`src/rtl/spectrum_bank_ctrl_pkg.sv`:
```
// Shared definitions for the ping-pong spectrum bin buffer: state encoding and
// default geometry, shared with graph_renderer.
package spectrum_bank_ctrl_pkg;

  localparam int DATA_BITS_DEF = 9;
  localparam int NUM_BINS_DEF  = 256;
  localparam int ADDR_BITS_DEF = 8;

  typedef enum logic [1:0] {
    ST_FILL = 2'd0,
    ST_FULL = 2'd1,
    ST_SWAP = 2'd2
  } bank_state_t;

  // Width of the in-bank bin index; at least one bit so the RAM address is legal.
  function automatic int bin_bits(input int n);
    return (n > 1) ? $clog2(n) : 1;
  endfunction

endpackage

```
`src/rtl/spectrum_bank_ram.sv`:
```
// Simple dual-port bin memory holding both banks: one write port, one
// registered read port. Contents are deliberately not reset.
module spectrum_bank_ram #(
  parameter int DATA_BITS = 9,
  parameter int ABITS     = 9
) (
  input  logic                 clk_pixel,
  input  logic                 we,
  input  logic [ABITS-1:0]     waddr,
  input  logic [DATA_BITS-1:0] wdata,
  input  logic [ABITS-1:0]     raddr,
  output logic [DATA_BITS-1:0] rdata
);

  logic [DATA_BITS-1:0] mem [2**ABITS];

  always_ff @(posedge clk_pixel) begin
    if (we) begin
      mem[waddr] <= wdata;
    end
    rdata <= mem[raddr];
  end

endmodule

```
`src/rtl/spectrum_bank_ctrl.sv`:
```
// Ping-pong bin-buffer controller: producer fills the back bank, renderer reads
// the front bank, and the banks swap only on a frame_start after a full frame.
module spectrum_bank_ctrl
  import spectrum_bank_ctrl_pkg::*;
#(
  parameter int DATA_BITS = DATA_BITS_DEF,
  parameter int NUM_BINS  = NUM_BINS_DEF,
  parameter int ADDR_BITS = ADDR_BITS_DEF
) (
  input  logic                 clk_pixel,
  input  logic                 rst_n,
  // Producer handshake: a sample transfers on a rising edge where wr_valid and
  // wr_ready are both high; the producer holds addr/data/last until then.
  input  logic                 wr_valid,
  output logic                 wr_ready,
  input  logic [ADDR_BITS-1:0] wr_addr,
  input  logic [DATA_BITS-1:0] wr_data,
  input  logic                 wr_last,
  input  logic                 frame_start,
  input  logic [ADDR_BITS-1:0] rd_addr,
  output logic [DATA_BITS-1:0] rd_data,
  output logic                 disp_bank,
  output logic                 frame_ready,
  output logic [7:0]           stale_count,
  output bank_state_t          dbg_state
);

  localparam int BIN_BITS  = bin_bits(NUM_BINS);
  localparam int RAM_ABITS = BIN_BITS + 1;
  localparam logic [ADDR_BITS:0] BIN_LIMIT = (ADDR_BITS + 1)'(NUM_BINS);

  bank_state_t          state_q, state_d;
  logic                 armed_q;
  logic                 disp_bank_q;
  logic                 have_frame_q;
  logic                 rd_ok_q;
  logic [7:0]           stale_q;
  logic                 accept;
  logic                 wr_en;
  logic [RAM_ABITS-1:0] ram_waddr;
  logic [RAM_ABITS-1:0] ram_raddr;
  logic [DATA_BITS-1:0] ram_rdata;

  // armed_q holds wr_ready low for the first cycle after reset release.
  assign wr_ready  = armed_q && (state_q == ST_FILL);
  assign accept    = wr_valid && wr_ready;
  assign wr_en     = accept && ({1'b0, wr_addr} < BIN_LIMIT);
  assign ram_waddr = {~disp_bank_q, wr_addr[BIN_BITS-1:0]};
  assign ram_raddr = {disp_bank_q, rd_addr[BIN_BITS-1:0]};

  always_comb begin
    state_d = state_q;
    case (state_q)
      ST_FILL: if (accept && wr_last) state_d = ST_FULL;
      ST_FULL: if (frame_start) state_d = ST_SWAP;
      ST_SWAP: state_d = ST_FILL;
      default: state_d = ST_FILL;
    endcase
  end

  always_ff @(posedge clk_pixel or negedge rst_n) begin
    if (!rst_n) begin
      state_q      <= ST_FILL;
      armed_q      <= 1'b0;
      disp_bank_q  <= 1'b0;
      have_frame_q <= 1'b0;
      stale_q      <= 8'd0;
      rd_ok_q      <= 1'b0;
    end else begin
      state_q <= state_d;
      armed_q <= 1'b1;
      if (state_q == ST_SWAP) begin
        disp_bank_q  <= ~disp_bank_q;
        have_frame_q <= 1'b1;
      end
      // Any frame_start outside FULL leaves the display showing an old spectrum.
      if (frame_start && (state_q != ST_FULL) && (stale_q != 8'hFF)) begin
        stale_q <= stale_q + 8'd1;
      end
      rd_ok_q <= have_frame_q && ({1'b0, rd_addr} < BIN_LIMIT);
    end
  end

  spectrum_bank_ram #(
    .DATA_BITS (DATA_BITS),
    .ABITS     (RAM_ABITS)
  ) u_ram (
    .clk_pixel (clk_pixel),
    .we        (wr_en),
    .waddr     (ram_waddr),
    .wdata     (wr_data),
    .raddr     (ram_raddr),
    .rdata     (ram_rdata)
  );

  assign rd_data     = rd_ok_q ? ram_rdata : '0;
  assign disp_bank   = disp_bank_q;
  assign frame_ready = (state_q == ST_FULL);
  assign stale_count = stale_q;
  assign dbg_state   = state_q;

endmodule

```
`config.mk`:
```
export PLATFORM = sky130hd
export DESIGN_NAME = spectrum_bank_ctrl
export DESIGN_NICKNAME = d
export VERILOG_FILES = /design/src/rtl/spectrum_bank_ctrl_pkg.sv /design/src/rtl/spectrum_bank_ram.sv /design/src/rtl/spectrum_bank_ctrl.sv
export SDC_FILE = /design/constraint.sdc
export NUM_CORES = 2
export LEC_CHECK = 0
export CAP_MARGIN = 20
export CORE_ASPECT_RATIO = 0.5
export CORE_MARGIN = 4
export CORE_UTILIZATION = 63
export CTS_CLUSTER_DIAMETER = 150
export DETAILED_ROUTE_END_ITERATION = 12
export GPL_TIMING_DRIVEN = 1
export PLACE_DENSITY_LB_ADDON = 0.1
export SLEW_MARGIN = 20
export SYNTH_ARGS = -nofsm -noshare
export SYNTH_HDL_FRONTEND = slang
export SYNTH_MEMORY_MAX_BITS = 65536
export SYNTH_SLANG_ARGS = --single-unit
```
`constraint.sdc`:
```
create_clock -name clk_pixel -period 3.25 [get_ports clk_pixel]
set_input_delay 0.4875 -clock clk_pixel [delete_from_list [all_inputs] [get_ports clk_pixel]]
set_output_delay 0.4875 -clock clk_pixel [all_outputs]
set_load 0.02 [all_outputs]
```
==> results.py <==
metrics = {
    "critical_path": {
        "worstSetupPathType": "primary input to register",
        "path_max_fanout": 21,
        "critPathBufInv": 6,
        "start_kind": "primary input",
        "timing.critical_path.mode_cell": "buf_4",
        "crit_family": "buffers and inverters",
        "crit_chain": "buf_16, buf_12, buf_12, mux4_2, a211o_1, a21oi_1, a2111oi_0, buf_4, nand4b_1, buf_4, nand4_1, buf_4, and4_1",
        "cp.required_ps": 4090,
        "worst_ep_arrival_time_ps": 4060,
        "critical-path-slowest-cell": "mux4_2",
        "crit_path_end_kind": "register",
        "slowest_delay_ps": 550,
    },
    "synth": {
        "ys_types": 70,
        "synth-seq-cells": 4631,
        "ys.flop_type": "edfxtp_1",
        "postSynth.asyncResetShare": 0.00302,
        "synth_edf_count": 4608,
        "ys_seq_area_frac": 0.763,
        "synthCells": 9062,
        "synth_fp_nets": 9093,
        "ys.warnings.count": 0,
        "syn_avg_cell_area_um2": 20.1,
        "netlist_area_um2": 182000,
    },
    "power_and_ir_drop": {
        "p_leak_uw": 0.0707,
        "power_density_nw_per_um2": 578,
        "ir_drop_v": 0.000535,
        "p_total_uw": 123000,
    },
    "flow_run": {
        "maxCapViolCount": 0,
    },
    "clock_network": {
        "cts_tree": "built",
        "insertion_delay_ps": 940,
        "clkSlewWorstSetupHoldPaths_ps": 70,
        "htree_levels": 5,
        "cts.sinks": 4631,
        "clock_path_buffers": 4,
        "cts_buffers": 386,
        "cts-root-buf": "clkbuf_16",
    },
    "grt": {
        "overflow": 0,
        "grt_first_pass_wirelength_um": 721000,
        "antenna_found_initial": 42,
        "grt_pass1_vias": 98357,
        "track_usage": 0.339,
        "grt_max_degree": 136,
    },
    "detailed_routing": {
        "ant_nets": 0,
        "first_iter_violations": 16542,
        "avgRoutedWirePerCell_um": 34.1,
        "vias": 101298,
        "totalWireLength_um": 506000,
        "avgViaCountPerCell": 6.81,
        "drc": 0,
        "first_pass_iters": 9,
    },
    "cells_and_area": {
        "final_nets": 10694,
        "area_growth_syn_to_layout_pct": 16.6,
        "final_cell_mix": "4608 x edfxtp_1, 1538 x buf_4, 759 x mux2i_1",
        "seq_area_um2": 139000,
        "multiInputGateArea_um2": 39500,
        "final_common_cell": "edfxtp_1",
        "drive_gt1_frac": 0.290,
        "num-fill-cells": 16559,
        "finalCoreUtilization": 0.739,
    },
    "die": {
        "core_um2": 287000,
        "die-area_um2": 298000,
        "fp-row-count": 139,
        "ios": 52,
        "start_util": 0.634,
        "die_h_um": 388,
        "die_w_um": 768,
    },
    "sta": {
        "worstMarginPinSlew_ps": 1190,
        "fmax_mhz": 310,
        "fin_crit_ps": 3220,
        "hold_violations": 0,
        "slew_headroom": 0.206,
        "fin_skew_ps": 58.7,
        "setup_viol": 0,
        "fin_crit_sh": 0.992,
        "rsz0062_at_grt": "true",
        "slew_viol_final": 0,
    },
    "placed_design": {
        "io_buffer_count": 51,
        "globalplace.congestion": 0.957,
        "hpwl_um": 332000,
    },
    "run_status": {
        "outcome": "completed",
    },
    "worst_hold_path": {
        "hold_class": "primary input to register",
    },
}
repair_timing:
item	in CTS	in global routing
endpoints found under the setup margin	23	103
hold buffers	2	1
resized for setup	6	13
pin swaps	0	1
endpoints found under the hold margin	38	14
gates cloned	0	0
buffers inserted	0	0
metal layers:
layer  part of all wire  vias up  global-route usage
li1                   -    40977                   -
met1               0.39    52577               0.514
met2               0.45     6797               0.494
met3               0.14      927               0.100
met4              0.028       20              0.0841
met5            0.00029        -                   0
where the power goes:
part	internal (uW)	switching, uW
logic	3440	5710
registers	65700	168
clock network	26300	21200
registers in the layout, summed over array words and instances, names as in the netlist:
signal and cells:
rd_ok_q 1, dbg_state 2, disp_bank 1, have_frame_q 1, u_ram.mem 4608, armed_q 1
stale_count 8, u_ram.rdata 9
cell usage after synthesis (10+ instances only):
| cell type | number | area, um^2 |
|---|---|---|
| buf_6 | 65 | 732 |
| o21a_1 | 15 | 113 |
| o32ai_1 | 27 | 236 |
| buf_1 | 61 | 229 |
| nor2b_1 | 10 | 62.6 |
| clkbuf_1 | 230 | 863 |
| mux4_2 | 755 | 17000 |
| nor3_1 | 146 | 731 |
| a31oi_1 | 33 | 206 |
| a2111oi_0 | 61 | 534 |
| or4_1 | 11 | 82.6 |
| buf_2 | 126 | 631 |
| edfxtp_1 | 4608 | 138000 |
| buf_8 | 47 | 706 |
| a211oi_1 | 50 | 375 |
| o221ai_1 | 231 | 2020 |
| dfrtp_1 | 14 | 350 |
| o2bb2ai_1 | 13 | 114 |
| and2_1 | 22 | 138 |
| buf_12 | 24 | 480 |
| and3_1 | 11 | 68.8 |
| or2_2 | 31 | 194 |
| nor4_1 | 69 | 432 |
| mux2i_1 | 759 | 7600 |
| o21ai_0 | 94 | 470 |
| a22oi_1 | 14 | 105 |
| mux4_1 | 56 | 1470 |
| a21oi_1 | 124 | 621 |
| buf_4 | 30 | 225 |
| o22ai_1 | 206 | 1290 |
| nand3_1 | 50 | 250 |
| mux2_2 | 21 | 236 |
| nor2_1 | 639 | 2400 |
| nand2_1 | 193 | 724 |
| a211o_1 | 41 | 359 |
| nand4_1 | 22 | 138 |
| and4_1 | 10 | 87.6 |
| nand4b_1 | 17 | 149 |
worst paths after layout:
path | from | endpoint | slack [ps] | cells after the start
worst max-delay path | rd_addr[0] | u_ram.rdata[3] | 30 | 13
worst min-delay path | wr_data[3] | u_ram.mem[435][3] | 60 | 1
worst max register to register | disp_bank | u_ram.rdata[3] | 50 | 8
worst min register to register | have_frame_q | rd_ok_q | 390 | 0
max in group asynchronous | rst_n | disp_bank | 2790 | 2
min in group asynchronous | rst_n | rd_ok_q | 70 | 2
cell families after synthesis:
group                    share of synthesized area
flip-flops                                   0.763
multiplexers                                 0.145
AND/OR/NAND/NOR                             0.0319
AO/OA/AOI/OAI                               0.0383
buffers and inverters                       0.0213
XOR/XNOR                                  0.000385
adder cells (fa/ha/maj)                  0.0000688
other                                    0.0000206
worst register-to-register path, cell delays in order, from the launching register on:
cell and delay, ps:
dfrtp_4 610, nand2b_1 280, buf_12 150, or3_1 510, o22ai_1 300, a211oi_1 130, a31oi_1 600, nor3_1 280
and4_1 270
stage by stage:
stage	cells	setup TNS, ps	hold WS, ps	area (um^2)	setup slack (ps)
after floorplan	9062	0	192	182000	331
after detailed placement	14149	-23210	372	199000	-883
after global routing	14856	-500	47.0	212000	-41.1
after CTS	14845	0	19.2	212000	1.58
after global placement	14149	-25660	362	199000	-876
final	14869	0	64.9	212000	25.5
cell type report:
type | count | share of cell area
tap | 3877 | 0.0229
multi-input combinational | 3844 | 0.186
clock buffer | 462 | 0.0479
inverter | 4 | 0.000141
clock inverter | 232 | 0.0116
timing repair buffer | 1796 | 0.0765
sequential | 4631 | 0.655
antenna | 23 | 0.000271
(Power assumes the default switching activity.)
